===== config.mk =====
export PLATFORM = sky130hd
export DESIGN_NAME = move_select_decoder
export DESIGN_NICKNAME = d
export VERILOG_FILES = /design/src/rtl/cattrap_pkg.sv /design/src/rtl/switch_stabilizer.sv /design/src/rtl/move_select_decoder.sv
export SDC_FILE = /design/constraint.sdc
export NUM_CORES = 1
export LEC_CHECK = 0
export CAP_MARGIN = 40
export CORE_MARGIN = 10
export CORE_UTILIZATION = 58
export DETAILED_ROUTE_END_ITERATION = 10
export PLACE_DENSITY = 0.75
export SYNTH_ARGS = -nofsm -noshare
export SYNTH_HDL_FRONTEND = slang
export SYNTH_HIERARCHICAL = 1
export SYNTH_SLANG_ARGS = --single-unit

===== constraint.sdc =====
create_clock -name clk -period 4.27 [get_ports clk]
set_input_delay 0.427 -clock clk [delete_from_list [all_inputs] [get_ports clk]]
set_output_delay 0.427 -clock clk [all_outputs]
set_load 0.05 [all_outputs]

===== src/rtl/cattrap_pkg.sv =====
// Constants and the move-FSM state type shared by the switch-to-move input path.
package cattrap_pkg;

   localparam int GRID_N = 8;
   localparam int IDX_W  = 3;

   typedef enum logic [1:0] {
      IDLE        = 2'd0,
      ISSUE       = 2'd1,
      WAIT_CHANGE = 2'd2
   } move_state_e;

endpackage


===== src/rtl/switch_stabilizer.sv =====
// Two-flop synchronizer plus stability filter: the filtered vector only follows
// the inputs once they have held still for STABLE_CYCLES consecutive samples.
module switch_stabilizer #(
   parameter int STABLE_CYCLES = 1000000,
   parameter int CNT_W         = 20,
   parameter int WIDTH         = 16
) (
   input  logic             clk,
   input  logic             Reset,
   input  logic [WIDTH-1:0] sw_in,
   output logic [WIDTH-1:0] sw_filt,
   output logic             stable
);

   localparam logic [CNT_W-1:0] CNT_MAX = CNT_W'(STABLE_CYCLES - 1);

   logic [WIDTH-1:0] sync1_q, sync1_d;
   logic [WIDTH-1:0] sync2_q, sync2_d;
   logic [WIDTH-1:0] prev_q, prev_d;
   logic [WIDTH-1:0] filt_q, filt_d;
   logic [CNT_W-1:0] cnt_q, cnt_d;
   logic             stable_q, stable_d;

   // The counter parks at CNT_MAX, so once qualified the vector keeps reloading
   // the same value and stable stays high until the next change.
   always_comb begin
      sync1_d  = sw_in;
      sync2_d  = sync1_q;
      prev_d   = sync2_q;
      cnt_d    = cnt_q;
      filt_d   = filt_q;
      stable_d = stable_q;
      if (sync2_q != prev_q) begin
         cnt_d    = '0;
         stable_d = 1'b0;
      end else if (cnt_q == CNT_MAX) begin
         filt_d   = sync2_q;
         stable_d = 1'b1;
      end else begin
         cnt_d = cnt_q + 1'b1;
      end
   end

   always_ff @(posedge clk or posedge Reset) begin
      if (Reset) begin
         sync1_q  <= '0;
         sync2_q  <= '0;
         prev_q   <= '0;
         cnt_q    <= '0;
         filt_q   <= '0;
         stable_q <= 1'b0;
      end else begin
         sync1_q  <= sync1_d;
         sync2_q  <= sync2_d;
         prev_q   <= prev_d;
         cnt_q    <= cnt_d;
         filt_q   <= filt_d;
         stable_q <= stable_d;
      end
   end

   assign sw_filt = filt_q;
   assign stable  = stable_q;

endmodule


===== src/rtl/move_select_decoder.sv =====
// Turns the one-hot Row/Col switch banks into validated cell coordinates and
// hands one move per accepted submit to the game core over valid/ready.
module move_select_decoder
   import cattrap_pkg::*;
#(
   parameter int STABLE_CYCLES = 1000000,
   parameter int CNT_W         = 20
) (
   input  logic                 clk,
   input  logic                 Reset,
   input  logic [GRID_N-1:0]    row_sw,
   input  logic [GRID_N-1:0]    col_sw,
   input  logic                 submit,
   input  logic                 move_ready,
   output logic                 move_valid,
   output logic [IDX_W-1:0]     move_row,
   output logic [IDX_W-1:0]     move_col,
   output logic                 sel_stable,
   output logic                 sel_onehot,
   output logic [IDX_W-1:0]     sel_row,
   output logic [IDX_W-1:0]     sel_col,
   output logic                 sel_error
);

   localparam int SW_W = 2 * GRID_N;

   function automatic logic bank_onehot(input logic [GRID_N-1:0] v);
      int ones;
      ones = 0;
      for (int i = 0; i < GRID_N; i++) ones += int'(v[i]);
      return ones == 1;
   endfunction

   function automatic logic [IDX_W-1:0] bank_index(input logic [GRID_N-1:0] v);
      logic [IDX_W-1:0] idx;
      idx = '0;
      for (int i = 0; i < GRID_N; i++) if (v[i]) idx = IDX_W'(i);
      return idx;
   endfunction

   logic [SW_W-1:0]  filt;
   logic             filt_stable;
   logic [GRID_N-1:0] row_bank, col_bank;
   logic             row_ok, col_ok, accept;

   logic             sel_stable_q, sel_stable_d;
   logic             sel_onehot_q, sel_onehot_d;
   logic [IDX_W-1:0] sel_row_q, sel_row_d;
   logic [IDX_W-1:0] sel_col_q, sel_col_d;
   logic             sel_error_q, sel_error_d;
   logic             move_valid_q, move_valid_d;
   logic [IDX_W-1:0] move_row_q, move_row_d;
   logic [IDX_W-1:0] move_col_q, move_col_d;
   logic [SW_W-1:0]  snap_q, snap_d;
   move_state_e      state_q, state_d;

   switch_stabilizer #(
      .STABLE_CYCLES (STABLE_CYCLES),
      .CNT_W         (CNT_W),
      .WIDTH         (SW_W)
   ) u_stabilizer (
      .clk     (clk),
      .Reset   (Reset),
      .sw_in   ({row_sw, col_sw}),
      .sw_filt (filt),
      .stable  (filt_stable)
   );

   // sel_stable is re-registered alongside the decode so a submit never sees
   // "stable" paired with the coordinates of the previous filtered vector.
   always_comb begin
      row_bank     = filt[SW_W-1 -: GRID_N];
      col_bank     = filt[GRID_N-1:0];
      row_ok       = bank_onehot(row_bank);
      col_ok       = bank_onehot(col_bank);
      sel_stable_d = filt_stable;
      sel_onehot_d = row_ok && col_ok;
      sel_row_d    = row_ok ? bank_index(row_bank) : '0;
      sel_col_d    = col_ok ? bank_index(col_bank) : '0;
   end

   assign accept = submit && sel_stable_q && sel_onehot_q;

   always_comb begin
      state_d      = state_q;
      move_valid_d = move_valid_q;
      move_row_d   = move_row_q;
      move_col_d   = move_col_q;
      sel_error_d  = sel_error_q;
      snap_d       = snap_q;
      case (state_q)
         IDLE: begin
            if (accept) begin
               move_row_d   = sel_row_q;
               move_col_d   = sel_col_q;
               move_valid_d = 1'b1;
               sel_error_d  = 1'b0;
               state_d      = ISSUE;
            end else if (submit) begin
               sel_error_d = 1'b1;
            end
         end
         ISSUE: begin
            if (move_valid_q && move_ready) begin
               move_valid_d = 1'b0;
               snap_d       = filt;
               state_d      = WAIT_CHANGE;
            end
         end
         WAIT_CHANGE: begin
            // Re-arm only after the selection moves, so one cell cannot be sent twice.
            if (filt != snap_q) state_d = IDLE;
         end
         default: state_d = IDLE;
      endcase
   end

   always_ff @(posedge clk or posedge Reset) begin
      if (Reset) begin
         state_q      <= IDLE;
         sel_stable_q <= 1'b0;
         sel_onehot_q <= 1'b0;
         sel_row_q    <= '0;
         sel_col_q    <= '0;
         sel_error_q  <= 1'b0;
         move_valid_q <= 1'b0;
         move_row_q   <= '0;
         move_col_q   <= '0;
         snap_q       <= '0;
      end else begin
         state_q      <= state_d;
         sel_stable_q <= sel_stable_d;
         sel_onehot_q <= sel_onehot_d;
         sel_row_q    <= sel_row_d;
         sel_col_q    <= sel_col_d;
         sel_error_q  <= sel_error_d;
         move_valid_q <= move_valid_d;
         move_row_q   <= move_row_d;
         move_col_q   <= move_col_d;
         snap_q       <= snap_d;
      end
   end

   assign move_valid = move_valid_q;
   assign move_row   = move_row_q;
   assign move_col   = move_col_q;
   assign sel_stable = sel_stable_q;
   assign sel_onehot = sel_onehot_q;
   assign sel_row    = sel_row_q;
   assign sel_col    = sel_col_q;
   assign sel_error  = sel_error_q;

endmodule


-- Yosys cells after proc, flatten, opt, wreduce, memory -nomap -nowiden
Cells that the tools add are included.
- $add $sub $neg: 15
- eq/ne operators: 11
- multiplexer cells: 29
- bitwise gates (word level): 1
- reduce and logical (&&, ||, !) cells: 14
- operator list (operator ; number):
    3-bit 2-to-1 mux ; 14
    20-bit 2-to-1 mux ; 2
    16-bit inequality test ; 2
    20-bit by 1-bit adder with 20-bit output, second input constant ; 1
    20-bit equality test, second input constant ; 1
    7-bit by 1-bit adder with 8-bit output ; 2
    8-bit by 1-bit equality test with 1-bit output, second input constant ; 2
    6-bit by 1-bit adder with 7-bit output ; 2
    5-bit by 1-bit adder with 6-bit output ; 2
    4-bit by 1-bit adder with 5-bit output ; 2
    3-bit by 1-bit adder with 4-bit output ; 2
    1-bit 2-to-1 mux ; 8
    2-bit AND reduction ; 4
    2-bit by 1-bit adder with 3-bit output ; 2
    2-bit 2-to-1 mux ; 3
    2-bit inequality test, second input constant ; 3
    2-bit one-hot mux with 3 select lines ; 1
    3-bit AND reduction ; 2
    2-bit nonzero test ; 3
    1-bit by 1-bit adder with 2-bit output ; 2
    1-bit logical AND ; 4
    2-bit by 1-bit equality test with 1-bit output, second input constant ; 1
    2-bit equality test, second input constant ; 1
    2-bit logical NOT ; 1
    other kinds (3) ; 3
- flip-flop bits (word level): 119
- logic and storage cells: 86

-- Logic depth before layout (Yosys ltp)
Gate-level depths: netlist of run 1.
- word-level depth: 9
- gate-level depth with buffers: 12

-- Hierarchy
Netlist of run 1, hierarchy kept.
- modules (own cells, without submodules) (module ; instances ; cells an instance ; area each (sq um)):
    switch_stabilizer ; 1 ; 214 ; 3093.0
    move_select_decoder ; 1 ; 174 ; 1813.0

-- Worst setup path after synthesis of run 1
No wires, ideal clock.
- kind: flip-flop to flip-flop
- from: register u_stabilizer.filt_q[0] (netlist: u_stabilizer/sw_filt[0])
- to: register sel_col_q[0] (netlist: sel_col[0])
- arrival time: 2961 ps
- data required time: 4151 ps
- slack: 1190 ps
- cell stages (with the launch flop): 13
- clock period less this slack: 3080 ps
- cell sequence: dfrtp_1 > inv_1 > fa_1 > fa_1 > fa_1 > inv_1 > ha_1 > inv_1 > fa_1 > nor2b_1 > a31oi_1 > nor2_1 > o21a_1
- longest elaborated chain between the ends: 9
- RTL lines (what ; RTL line ; text):
    start: declaration ; switch_stabilizer.sv:20 ; logic [WIDTH-1:0] filt_q, filt_d;
    start signal: assignment ; switch_stabilizer.sv:57 ; filt_q <= filt_d;
    1-bit by 1-bit adder with 2-bit output ; move_select_decoder.sv:30 ; for (int i = 0; i < GRID_N; i++) ones += int'(v[i]);
    2-bit by 1-bit adder with 3-bit output ; move_select_decoder.sv:30 ;
    3-bit by 1-bit adder with 4-bit output ; move_select_decoder.sv:30 ;
    4-bit by 1-bit adder with 5-bit output ; move_select_decoder.sv:30 ;
    5-bit by 1-bit adder with 6-bit output ; move_select_decoder.sv:30 ;
    6-bit by 1-bit adder with 7-bit output ; move_select_decoder.sv:30 ;
    7-bit by 1-bit adder with 8-bit output ; move_select_decoder.sv:30 ;
    8-bit by 1-bit equality test with 1-bit output ; move_select_decoder.sv:31 ; return ones == 1;
    3-bit 2-to-1 mux ; move_select_decoder.sv:79 ; sel_col_d = col_ok ? bank_index(col_bank) : '0;
    named net sel_col_d[0] ; move_select_decoder.sv:49 ; logic [IDX_W-1:0] sel_col_q, sel_col_d;
    end signal: assignment ; move_select_decoder.sv:135 ; sel_col_q <= sel_col_d;
    end: declaration ; move_select_decoder.sv:49 ;
The timed path passes the listed nets, and every way through them passes these cells.
A chain may end at the register's enable or synchronous reset.

-- Final worst setup path of run 1
- from: register u_stabilizer.filt_q[8] (netlist: u_stabilizer/sw_filt[8])
- to: register sel_onehot_q (netlist: sel_onehot)
- longest elaborated chain between the ends: 9
- RTL lines (what ; RTL line ; text):
    1-bit by 1-bit adder with 2-bit output ; move_select_decoder.sv:30 ;
    2-bit by 1-bit adder with 3-bit output ; move_select_decoder.sv:30 ;
    3-bit by 1-bit adder with 4-bit output ; move_select_decoder.sv:30 ;
    4-bit by 1-bit adder with 5-bit output ; move_select_decoder.sv:30 ;
    5-bit by 1-bit adder with 6-bit output ; move_select_decoder.sv:30 ;
    6-bit by 1-bit adder with 7-bit output ; move_select_decoder.sv:30 ;
    7-bit by 1-bit adder with 8-bit output ; move_select_decoder.sv:30 ;
    8-bit by 1-bit equality test with 1-bit output ; move_select_decoder.sv:31 ;
    1-bit logical AND ; move_select_decoder.sv:77 ; sel_onehot_d = row_ok && col_ok;
    named net sel_onehot_d ; move_select_decoder.sv:47 ; logic sel_onehot_q, sel_onehot_d;
    end signal: assignment ; move_select_decoder.sv:133 ; sel_onehot_q <= sel_onehot_d;
    end: declaration ; move_select_decoder.sv:47 ;
The timed path passes the listed nets, and every way through them passes these cells.

==> results of run 1 <==
==> power by group through the flow <==
stage | Sequential, W | Combinational [W] | Clock (W)
floorplan | 0.00118 | 0.0000269 | 0
global placement | 0.00118 | 0.0000521 | 0
detailed placement | 0.00119 | 0.0000562 | 0
CTS | 0.00117 | 0.0000570 | 0.00142
global route | 0.00117 | 0.0000618 | 0.00149
finish | 0.00117 | 0.0000548 | 0.00139
==> sequential cells by signal (all words and copies together), names as in the netlist, 2 cells and up <==
signal	flops
move_col	3
sel_row	3
sel_col	3
snap_q	16
u_stabilizer/prev_q	16
move_row	3
state_q	2
u_stabilizer/sync1_q	16
u_stabilizer/sw_filt	16
u_stabilizer/prev_d	16
u_stabilizer/cnt_q	20
==> layout make-up <==
| type | count | area, sq um |
|---|---|---|
| clock buffers | 18 | 428 |
| clock inverters | 14 | 160 |
| fillers | 546 | 2250 |
| inverters | 30 | 114 |
| multi-input cells | 230 | 1760 |
| flip-flops and latches | 119 | 2980 |
| well taps | 105 | 131 |
| repair buffers | 40 | 400 |
==> metrics by stage <==
step	util	hold WS, ns	cells	setup slack, ns	power, W
after floorplan	-	0.331	388	1.19	0.00121
after global placement	0.652	0.331	523	1.11	0.00124
after detailed placement	0.655	0.335	524	0.937	0.00124
after CTS	0.726	0.223	556	0.920	0.00264
after global routing	0.726	0.260	556	0.740	0.00272
final	0.726	0.223	556	0.917	0.00262
==> worst max-delay path, cell delays in order, from the launching register on <==
cell,delay (ns)
dfrtp_1,0.39
inv_1,0.09
fa_1,0.57
fa_1,0.44
fa_1,0.43
inv_1,0.07
ha_1,0.16
inv_1,0.06
fa_1,0.38
a211oi_1,0.22
mux2i_1,0.20
nor4_1,0.25
==> cell families (layout without fill, tap and decap cells) <==
logic type / after synthesis / in the layout / share of synthesized area
AO/OA/AOI/OAI: 35 / 35 / 0.0416
multiplexers: 26 / 26 / 0.0668
buffers and inverters: 39 / 102 / 0.0349
flip-flops: 119 / 119 / 0.607
AND/OR/NAND/NOR: 106 / 106 / 0.113
adder cells (fa/ha/maj): 15 / 15 / 0.0505
XOR/XNOR: 48 / 48 / 0.0857
==> Yosys cell counts (all sizes together), types with 3 or more instances <==
cell    count  share of area
nor4       10          0.016
and3        5         0.0069
o21ai      18          0.018
ha          7          0.018
nor2b       3         0.0038
nand3      10          0.010
mux2       24          0.063
xor2       33          0.059
nor2       28          0.021
inv        30          0.023
nand4       5         0.0064
buf         3         0.0074
dfrtp     119           0.61
nor3        9         0.0092
clkbuf      6         0.0046
a21oi       6         0.0061
fa          8          0.033
nand2      23          0.018
and2        3         0.0041
xnor2      15          0.027
==> per-layer routing <==
layer	up-vias	wire [microns]	GRT usage
li1	1405	-	-
met1	1489	4170	0.194
met2	75	4490	0.242
met3	12	446	0.0440
met4	0	142	0.0745
met5	-	0	0
==> final timing paths <==
kind | startpoint | to | slack (ns) | cells after the start
worst min-delay path | Reset | u_stabilizer/cnt_q[10]$_DFFE_PP0P_ | 0.22 | 2
worst max register to register | u_stabilizer/sw_filt[8]$_DFFE_PP0P_ | sel_onehot$_DFF_PP0_ | 0.92 | 11
worst max-delay path | u_stabilizer/sw_filt[8]$_DFFE_PP0P_ | sel_onehot$_DFF_PP0_ | 0.92 | 11
worst min register to register | u_stabilizer/sync1_q[9]$_DFF_PP0_ | u_stabilizer/prev_d[9]$_DFF_PP0_ | 0.35 | 0
max in group asynchronous | Reset | u_stabilizer/sw_filt[0]$_DFFE_PP0P_ | 3.14 | 4
min in group clk | u_stabilizer/sync1_q[9]$_DFF_PP0_ | u_stabilizer/prev_d[9]$_DFF_PP0_ | 0.35 | 0
==> impl_metrics.csv, run 1 <==
group,metric,value,unit
power_and_ir_drop,p_sw_frac,0.221,
timing,relSlewSlack,0.405,
routing,routed_wl,9250,microns
routing,dr.pass1.iters,5,
power_and_ir_drop,clockPowerShare,0.533,
floorplanning,die_w,112,microns
setup_path,crit_type,"reg -> reg",
logic_synthesis,async_reset_ff_frac,1.00,
worst_hold_path,hp-class,"in -> async",
global_route,grt_pass1_vias,3301,
cts,cts_resized,0,
placed_design,globalplace.congestion,0.837,
logic_synthesis,ys.flop_type,"dfrtp_1",
logic_synthesis,syn-cell-area,4910,sq um
placed_design,placed_area,5380,sq um
global_route,antenna_found_initial,0,
setup_path,cp.required,4.68,ns
setup_path,cp.arrival,3.77,ns
cts,ctsHoldBuffers,0,
timing,setup_tns,0,ns
cts,clk_transition_reported_paths,0.06,ns
cts,cts_tree,"built",
timing,rsz0062_at_grt,"no",
final_layout,drive_gt1_frac,0.160,
floorplanning,die_area,12500,sq um
setup_path,end_kind,"flop",
floorplanning,initial_core_util,0.597,
global_route,gr-total-overflow,0,
floorplanning,rows,33,
power_and_ir_drop,power.internal,0.00204,W
global_route,grtUsageTotal,0.155,
final_layout,layout_commonest_cell,"dfrtp_1",
timing,timing.fmax,298,MHz
power_and_ir_drop,pwr_density_cell,438,nW/um^2
timing,post-route-period-util,0.785,
cts,post_cts_buffers,0,
routing,routedWlPerCell,16.6,microns
placed_design,io_buffers,35,
logic_synthesis,syn_inst,388,
floorplanning,die_y,112,microns
routing,drcViolationCount,0,
logic_synthesis,syn-num-nets,423,
routing,final_antenna_net_count,0,
cts,clk_latency,0.51,ns
cts,cts_htree_levels,4,
timing,fin_skew,0.0144,ns
floorplanning,core_area,8220,sq um
logic_synthesis,synthDistinctLibCells,43,
timing,setup_violations,0,
logic_synthesis,synth.avg_cell_area,12.6,sq um
flow_run,maxCapViolations,0,
logic_synthesis,synth-seq-cells,119,
power_and_ir_drop,combPwrFrac,0.021,
routing,num_vias,2981,
logic_synthesis,synth_edf_count,0,
power_and_ir_drop,ir_drop,0.000336,V
routing,first_iter_violations,153,
placed_design,dp_hpwl,6310,microns
power_and_ir_drop,p_sw,0.000577,W
timing,fin_crit,3.35,ns
setup_path,worstSetupStartpointType,"flop",
final_layout,mostFrequentLayoutCells,"dfrtp_1, clkdlybuf4s50_1, xor2_1",
cts,clockBufferDepth,2,
logic_synthesis,yosys_warnings,6,
final_layout,nNetsFinal,473,
run_status,status,"complete, no violations",
setup_path,cp_max_fo,4,
global_route,grt_max_degree,43,
final_layout,area_growth,21.7,%
power_and_ir_drop,leakagePower,2.81,nW
timing,report.final.slew_viol_count,0,
power_and_ir_drop,pwr-share-seq,0.446,
final_layout,fin_area,5970,sq um
cts,root_buffer,"clkbuf_8",
timing,hold_viol,0,
cts,cts_made_buffers,17,
cts,cts_sinks,119,
timing,worst_pin_slew,0.892,ns
floorplanning,ios,36,
final_layout,antenna_cells,0,
routing,viasPerCell,5.36,
logic_synthesis,ys_seq_area_frac,0.607,
global_route,grt_pass1_wl,15900,microns
Note: power is estimated with default switching activity, not from simulation.
==> run 2, diff against run 1 <==
clock period = 3.2 ns   (was 4.27 ns; I/O delays follow)
==> run 2 against run 1 <==
- die area unchanged
- sequential power is 32% higher
- power is 33% higher
- first-iteration DRC count grew 14%
- non-clock buffer count rose by 7
- count of clock-buffer cells in the layout shrank 1
- hold slack got worse by 0.065 ns
- critical path type unchanged
==> impl_metrics.csv, run 2 (synthesis results as in run 1) <==
group,metric,value,unit
global_route,gr-total-overflow,0,
timing,fin_crit,3.13,ns
power_and_ir_drop,pwr_density_cell,571,nW/um^2
worst_hold_path,hp-class,"in -> async",
cts,cts_made_buffers,17,
final_layout,fin_area,6070,sq um
floorplanning,rows,33,
cts,cts_sinks,119,
global_route,grt_max_degree,66,
final_layout,largest_register_ffs,20,
setup_path,crit_type,"reg -> reg",
routing,routed_wl,9360,microns
setup_path,worstSetupStartpointType,"flop",
global_route,grtUsageTotal,0.155,
routing,viasPerCell,5.37,
setup_path,r2r-start,"u_stabilizer/sw_filt[0]$_DFFE_PP0P_",
cts,clockBufferDepth,2,
timing,setup_violations,0,
power_and_ir_drop,ir_drop,0.000608,V
final_layout,layout_commonest_cell,"dfrtp_1",
placed_design,io_buffers,35,
cts,cts_htree_levels,4,
global_route,antenna_found_initial,0,
routing,first_iter_violations,175,
placed_design,dp_hpwl,6250,microns
setup_path,cp.required,3.60,ns
setup_path,cp.arrival,3.53,ns
run_status,status,"complete, no violations",
timing,timing.fmax,320,MHz
cts,ctsHoldBuffers,0,
routing,routedWlPerCell,16.6,microns
cts,clk_latency,0.52,ns
floorplanning,initial_core_util,0.597,
final_layout,antenna_cells,0,
cts,cts_tree,"built",
routing,num_vias,3022,
routing,final_antenna_net_count,0,
final_layout,top_register,"u_stabilizer/cnt_q",
cts,clk_transition_reported_paths,0.06,ns
timing,report.final.slew_viol_count,0,
global_route,grt_pass1_wl,15800,microns
floorplanning,die_area,12500,sq um
final_layout,nNetsFinal,480,
routing,dr.pass1.iters,6,
floorplanning,die_w,112,microns
setup_path,critPathLaunch,"u_stabilizer/sw_filt[0]$_DFFE_PP0P_",
final_layout,area_growth,23.8,%
setup_path,cp_max_fo,4,
floorplanning,die_y,112,microns
timing,hold_viol,0,
placed_design,dp_cells,530,
final_layout,mostFrequentLayoutCells,"dfrtp_1, clkdlybuf4s50_1, xor2_1",
timing,setup_tns,0,ns
floorplanning,core_area,8220,sq um
flow_run,maxCapViolations,0,
final_layout,stdcell_count,563,
cts,root_buffer,"clkbuf_8",
timing,rsz0062_at_grt,"yes",
setup_path,end_kind,"flop",
timing,worst_pin_slew,0.827,ns
timing,fin_skew,0.00828,ns
timing,relSlewSlack,0.448,
routing,drcViolationCount,0,
placed_design,placed_area,5430,sq um
floorplanning,ios,36,
power_and_ir_drop,leakagePower,2.84,nW
placed_design,globalplace.congestion,0.834,
final_layout,drive_gt1_frac,0.212,
global_route,grt_pass1_vias,3185,
timing,post-route-period-util,0.978,
==> run 2: changes by cell type in the layout (fill, tap and decap cells not counted), moves of 2 or more <==
cell,before,now
buf_4,4,11
inv_1,29,22
inv_2,0,7
clkinvlp_4,0,3
fa_1,8,6
fa_2,0,2
ha_1,7,5
ha_2,0,2
inv_6,7,5
==> run 2: worst max-delay path, stage by stage (launching register included) <==
cell	delay [ns]
dfrtp_1	0.35
inv_2	0.05
fa_1	0.56
fa_1	0.43
fa_1	0.45
inv_1	0.07
ha_2	0.18
inv_2	0.04
fa_2	0.37
nor2b_4	0.15
a31oi_4	0.20
nor2_1	0.07
o21a_1	0.10
==> run 2: per-layer routing <==
layer / vias up / wire, microns / share of wire / GRT usage
li1: 1419 / - / - / -
met1: 1522 / 4210 / 0.45 / 0.192
met2: 67 / 4530 / 0.48 / 0.243
met3: 14 / 465 / 0.050 / 0.0580
met4: 0 / 161 / 0.017 / 0.0601
met5: - / 0 / 0 / 0
==> run 2: worst paths after layout <==
kind                                                  endpoint  slack, ns  cells after the start
setup / recovery                          sel_col[0]$_DFF_PP0_       0.07                     12
hold / removal              u_stabilizer/cnt_q[10]$_DFFE_PP0P_       0.16                      2
setup reg to reg                          sel_col[0]$_DFF_PP0_       0.07                     12
hold reg to reg              u_stabilizer/prev_d[14]$_DFF_PP0_       0.35                      0
max in group asynchronous  u_stabilizer/sw_filt[9]$_DFFE_PP0P_       2.40                      3
min in group clk            u_stabilizer/sync1_q[10]$_DFF_PP0_       0.24                      1
==> run 2: stage by stage <==
step	utilization	power, W	hold WS (ns)	worst slack [ns]
floorplan	-	0.00161	0.331	0.120
global route	0.739	0.00358	0.178	-0.0501
finish	0.739	0.00347	0.158	0.0701
CTS	0.733	0.00349	0.165	0.00341
detailed placement	0.660	0.00166	0.335	-0.0358
global placement	0.660	0.00165	0.331	0.0873
==> run 2: what timing repair did <==
| action | 4_1_cts | 5_1_grt |
|---|---|---|
| buffers inserted | 0 | 1 |
| endpoints found under the setup margin | 4 | 7 |
| pin swaps | 2 | 5 |
| resized for setup | 4 | 17 |
==> run 2: where the power goes <==
| part | internal, W | switching (W) |
|---|---|---|
| registers | 0.00154 | 0.0000185 |
| clock network | 0.00112 | 0.000715 |
| logic | 0.0000330 | 0.0000387 |
==> run 2: area by class of cell <==
type / instances / area, sq um
Clock buffer: 17 / 414
Clock inverter: 15 / 169
Fill cell: 523 / 2140
Inverter: 30 / 114
Multi-Input combinational cell: 230 / 1810
Sequential cell: 119 / 2980
Tap cell: 105 / 131
Timing Repair Buffer: 47 / 453
==> run 3, diff against run 2 <==
CORE_UTILIZATION = 52   (was 58)
PLACE_DENSITY = 0.71   (was 0.75)
clock period = 2.7 ns   (was 3.2 ns; I/O delays follow)
==> run 3 against run 2 <==
- the run now ends with negative setup slack left
- utilization fell by 6.6 points
- sequential share of layout area fell by 0.93 points
- sequential power rose by 19%
- critical path depth fell by 1
- clock power rose by 15%
- hold slack got worse by 0.066 ns
- routed wire length fell by 0.88%
- count of clock-buffer cells in the layout did not move
- clock skew fell by 0.0027 ns
- fmax fell by 1.6%
==> impl_metrics.csv, run 3 (synthesis results as in run 1) <==
group,metric,value,unit
power_and_ir_drop,ir_drop,0.000468,V
floorplanning,core_area,9200,sq um
routing,first_iter_violations,128,
timing,timing.fmax,314,MHz
timing,hold_viol,0,
placed_design,io_buffers,35,
setup_path,cpPeakStageDelay,0.51,ns
routing,num_vias,3054,
timing,setup_tns,-3.05,ns
routing,drcViolationCount,0,
setup_path,reg2reg_slack,-0.48,ns
setup_path,crit_top_cell,"fa_1",
routing,viasPerCell,5.24,
final_layout,top_register,"u_stabilizer/cnt_q",
setup_path,cp_num_cells,11,
worst_hold_path,hp-class,"in -> async",
global_route,grt_max_degree,35,
floorplanning,die_area,13700,sq um
final_layout,fin_util,0.673,
routing,routed_wl,9280,microns
setup_path,slowest_stage,"fa_1",
power_and_ir_drop,power.internal,0.00317,W
cts,ctsHoldBuffers,0,
cts,clockBufferDepth,2,
timing,fin_skew,0.00557,ns
cts,clk_latency,0.51,ns
final_layout,layout_commonest_cell,"dfrtp_1",
timing,rsz0062_at_grt,"yes",
global_route,use_met3,0.0510,
final_layout,area_growth,26.2,%
global_route,grtUsageTotal,0.153,
global_route,gr-total-overflow,0,
floorplanning,ios,36,
timing,fin_crit,3.18,ns
power_and_ir_drop,totalPowerFinal,0.00404,W
floorplanning,die_y,117,microns
run_status,status,"complete, but fails checks",
floorplanning,initial_core_util,0.533,
timing,report.final.slew_viol_count,0,
cts,root_buffer,"clkbuf_8",
cts,clk_transition_reported_paths,0.06,ns
setup_path,cp.arrival,3.59,ns
timing,post-route-period-util,1.18,
routing,dr.pass1.iters,4,
setup_path,critPathLaunch,"u_stabilizer/sw_filt[9]$_DFFE_PP0P_",
setup_path,path_delay_family,"adder cells",
global_route,grt_busiest_layer,"met2",
flow_run,maxCapViolations,0,
run_status,violations,"negative setup slack",
setup_path,worstSetupStartpointType,"flop",
floorplanning,rows,35,
placed_design,dp_hpwl,6310,microns
power_and_ir_drop,clockPowerShare,0.524,
setup_path,crit_chain,"inv_2 > fa_1 > fa_1 > fa_1 > inv_1 > ha_2 > inv_2 > fa_2 > a211oi_2 > mux2i_2 > a311oi_2",
timing,setup_slack,-0.481,ns
final_layout,mostFrequentLayoutCells,"dfrtp_1, clkdlybuf4s50_1, xor2_1",
power_and_ir_drop,p_sw_frac,0.216,
global_route,antenna_found_initial,0,
setup_path,critPathCapture,"sel_row[1]$_DFF_PP0_",
timing,setup_violations,7,
timing,worst_pin_slew,0.666,ns
final_layout,nNetsFinal,495,
power_and_ir_drop,pwr_density_cell,653,nW/um^2
routing,final_antenna_net_count,0,
setup_path,cp.required,3.11,ns
setup_path,crit_type,"reg -> reg",
cts,cts_made_buffers,17,
global_route,grtUsageMet2,0.237,
setup_path,r2r-start,"u_stabilizer/sw_filt[9]$_DFFE_PP0P_",
cts,cts_tree,"built",
final_layout,drive_gt1_frac,0.239,
global_route,grt_use_met1,0.193,
setup_path,end_kind,"flop",
global_route,grt_pass1_wl,16200,microns
setup_path,r2r_cells,11,
final_layout,antenna_cells,0,
global_route,grt_pass1_vias,3309,
routing,routedWlPerCell,15.9,microns
setup_path,path_buf_inv,3,
final_layout,largest_register_ffs,20,
cts,cts_sinks,119,
timing,relSlewSlack,0.555,
placed_design,globalplace.congestion,0.860,
power_and_ir_drop,combPwrFrac,0.021,
power_and_ir_drop,p_sw,0.000873,W
power_and_ir_drop,pwr-share-seq,0.456,
floorplanning,die_w,117,microns
cts,cts_htree_levels,4,
power_and_ir_drop,leakagePower,2.90,nW
setup_path,cp_max_fo,4,
final_layout,nFillCells,668,
setup_path,r2r-end,"sel_row[1]$_DFF_PP0_",
## run 3: worst register-to-register path, cell delays in order (launching register included)
cell and delay [ns]:
dfrtp_1 0.40, inv_2 0.09, fa_1 0.44, fa_1 0.52, fa_1 0.41, inv_1 0.07, ha_2 0.18, inv_2 0.04
fa_2 0.36, a211oi_2 0.21, mux2i_2 0.16, a311oi_2 0.22
## run 3: per-stage QoR
stage          hold WS, ns  worst slack (ns)  instances  cell area (sq um)
2_1_floorplan        0.301            -0.324        388               4920
3_3_place_gp         0.332            -0.368        547               5520
3_5_place_dp         0.335            -0.482        547               5520
4_1_cts             0.0867            -0.479        580               6140
5_1_grt              0.103            -0.583        583               6190
6_report            0.0918            -0.481        583               6190
## run 3: routing by layer
| layer | up-vias | part of all wire |
|---|---|---|
| met1 | 1523 | 0.46 |
| met4 | 0 | 0.016 |
| met5 | - | 0 |
| met2 | 66 | 0.48 |
| met3 | 15 | 0.044 |
| li1 | 1450 | - |
## run 3: how the worst min path moves through the flow
stage          slack [ns]  cells after the start                                   to                               start
2_1_floorplan        0.30                      0    u_stabilizer/sync1_q[0]$_DFF_PP0_                           col_sw[0]
5_1_grt              0.10                      2    u_stabilizer/prev_q[14]$_DFF_PP0_                               Reset
6_report             0.09                      2  u_stabilizer/sw_filt[4]$_DFFE_PP0P_                               Reset
3_5_place_dp         0.33                      0    u_stabilizer/prev_d[12]$_DFF_PP0_  u_stabilizer/sync1_q[12]$_DFF_PP0_
3_3_place_gp         0.33                      0    u_stabilizer/prev_d[11]$_DFF_PP0_  u_stabilizer/sync1_q[11]$_DFF_PP0_
4_1_cts              0.09                      2    u_stabilizer/prev_q[14]$_DFF_PP0_                               Reset
## run 3: what timing repair did
action	CTS	global route
gates resized for setup	10	5
pin swaps	3	4
setup buffers	2	3
setup endpoints to repair	7	7
## run 3: power by group through the flow
stage / clock network (W) / registers, W / logic [W]
finish: 0.00212 / 0.00184 / 0.0000848
global route: 0.00226 / 0.00185 / 0.0000965
CTS: 0.00216 / 0.00184 / 0.0000885
detailed placement: 0 / 0.00187 / 0.0000874
global placement: 0 / 0.00187 / 0.0000847
floorplan: 0 / 0.00187 / 0.0000426
## run 3: final cells by class
class | instances | area [sq um] | area share
repair buffers | 62 | 557 | 0.0899
multi-input cells | 230 | 1840 | 0.297
clock inverters | 14 | 151 | 0.0245
inverters | 30 | 114 | 0.0184
clock buffers | 17 | 414 | 0.0669
flip-flops and latches | 119 | 2980 | 0.481
well taps | 111 | 139 | 0.0224
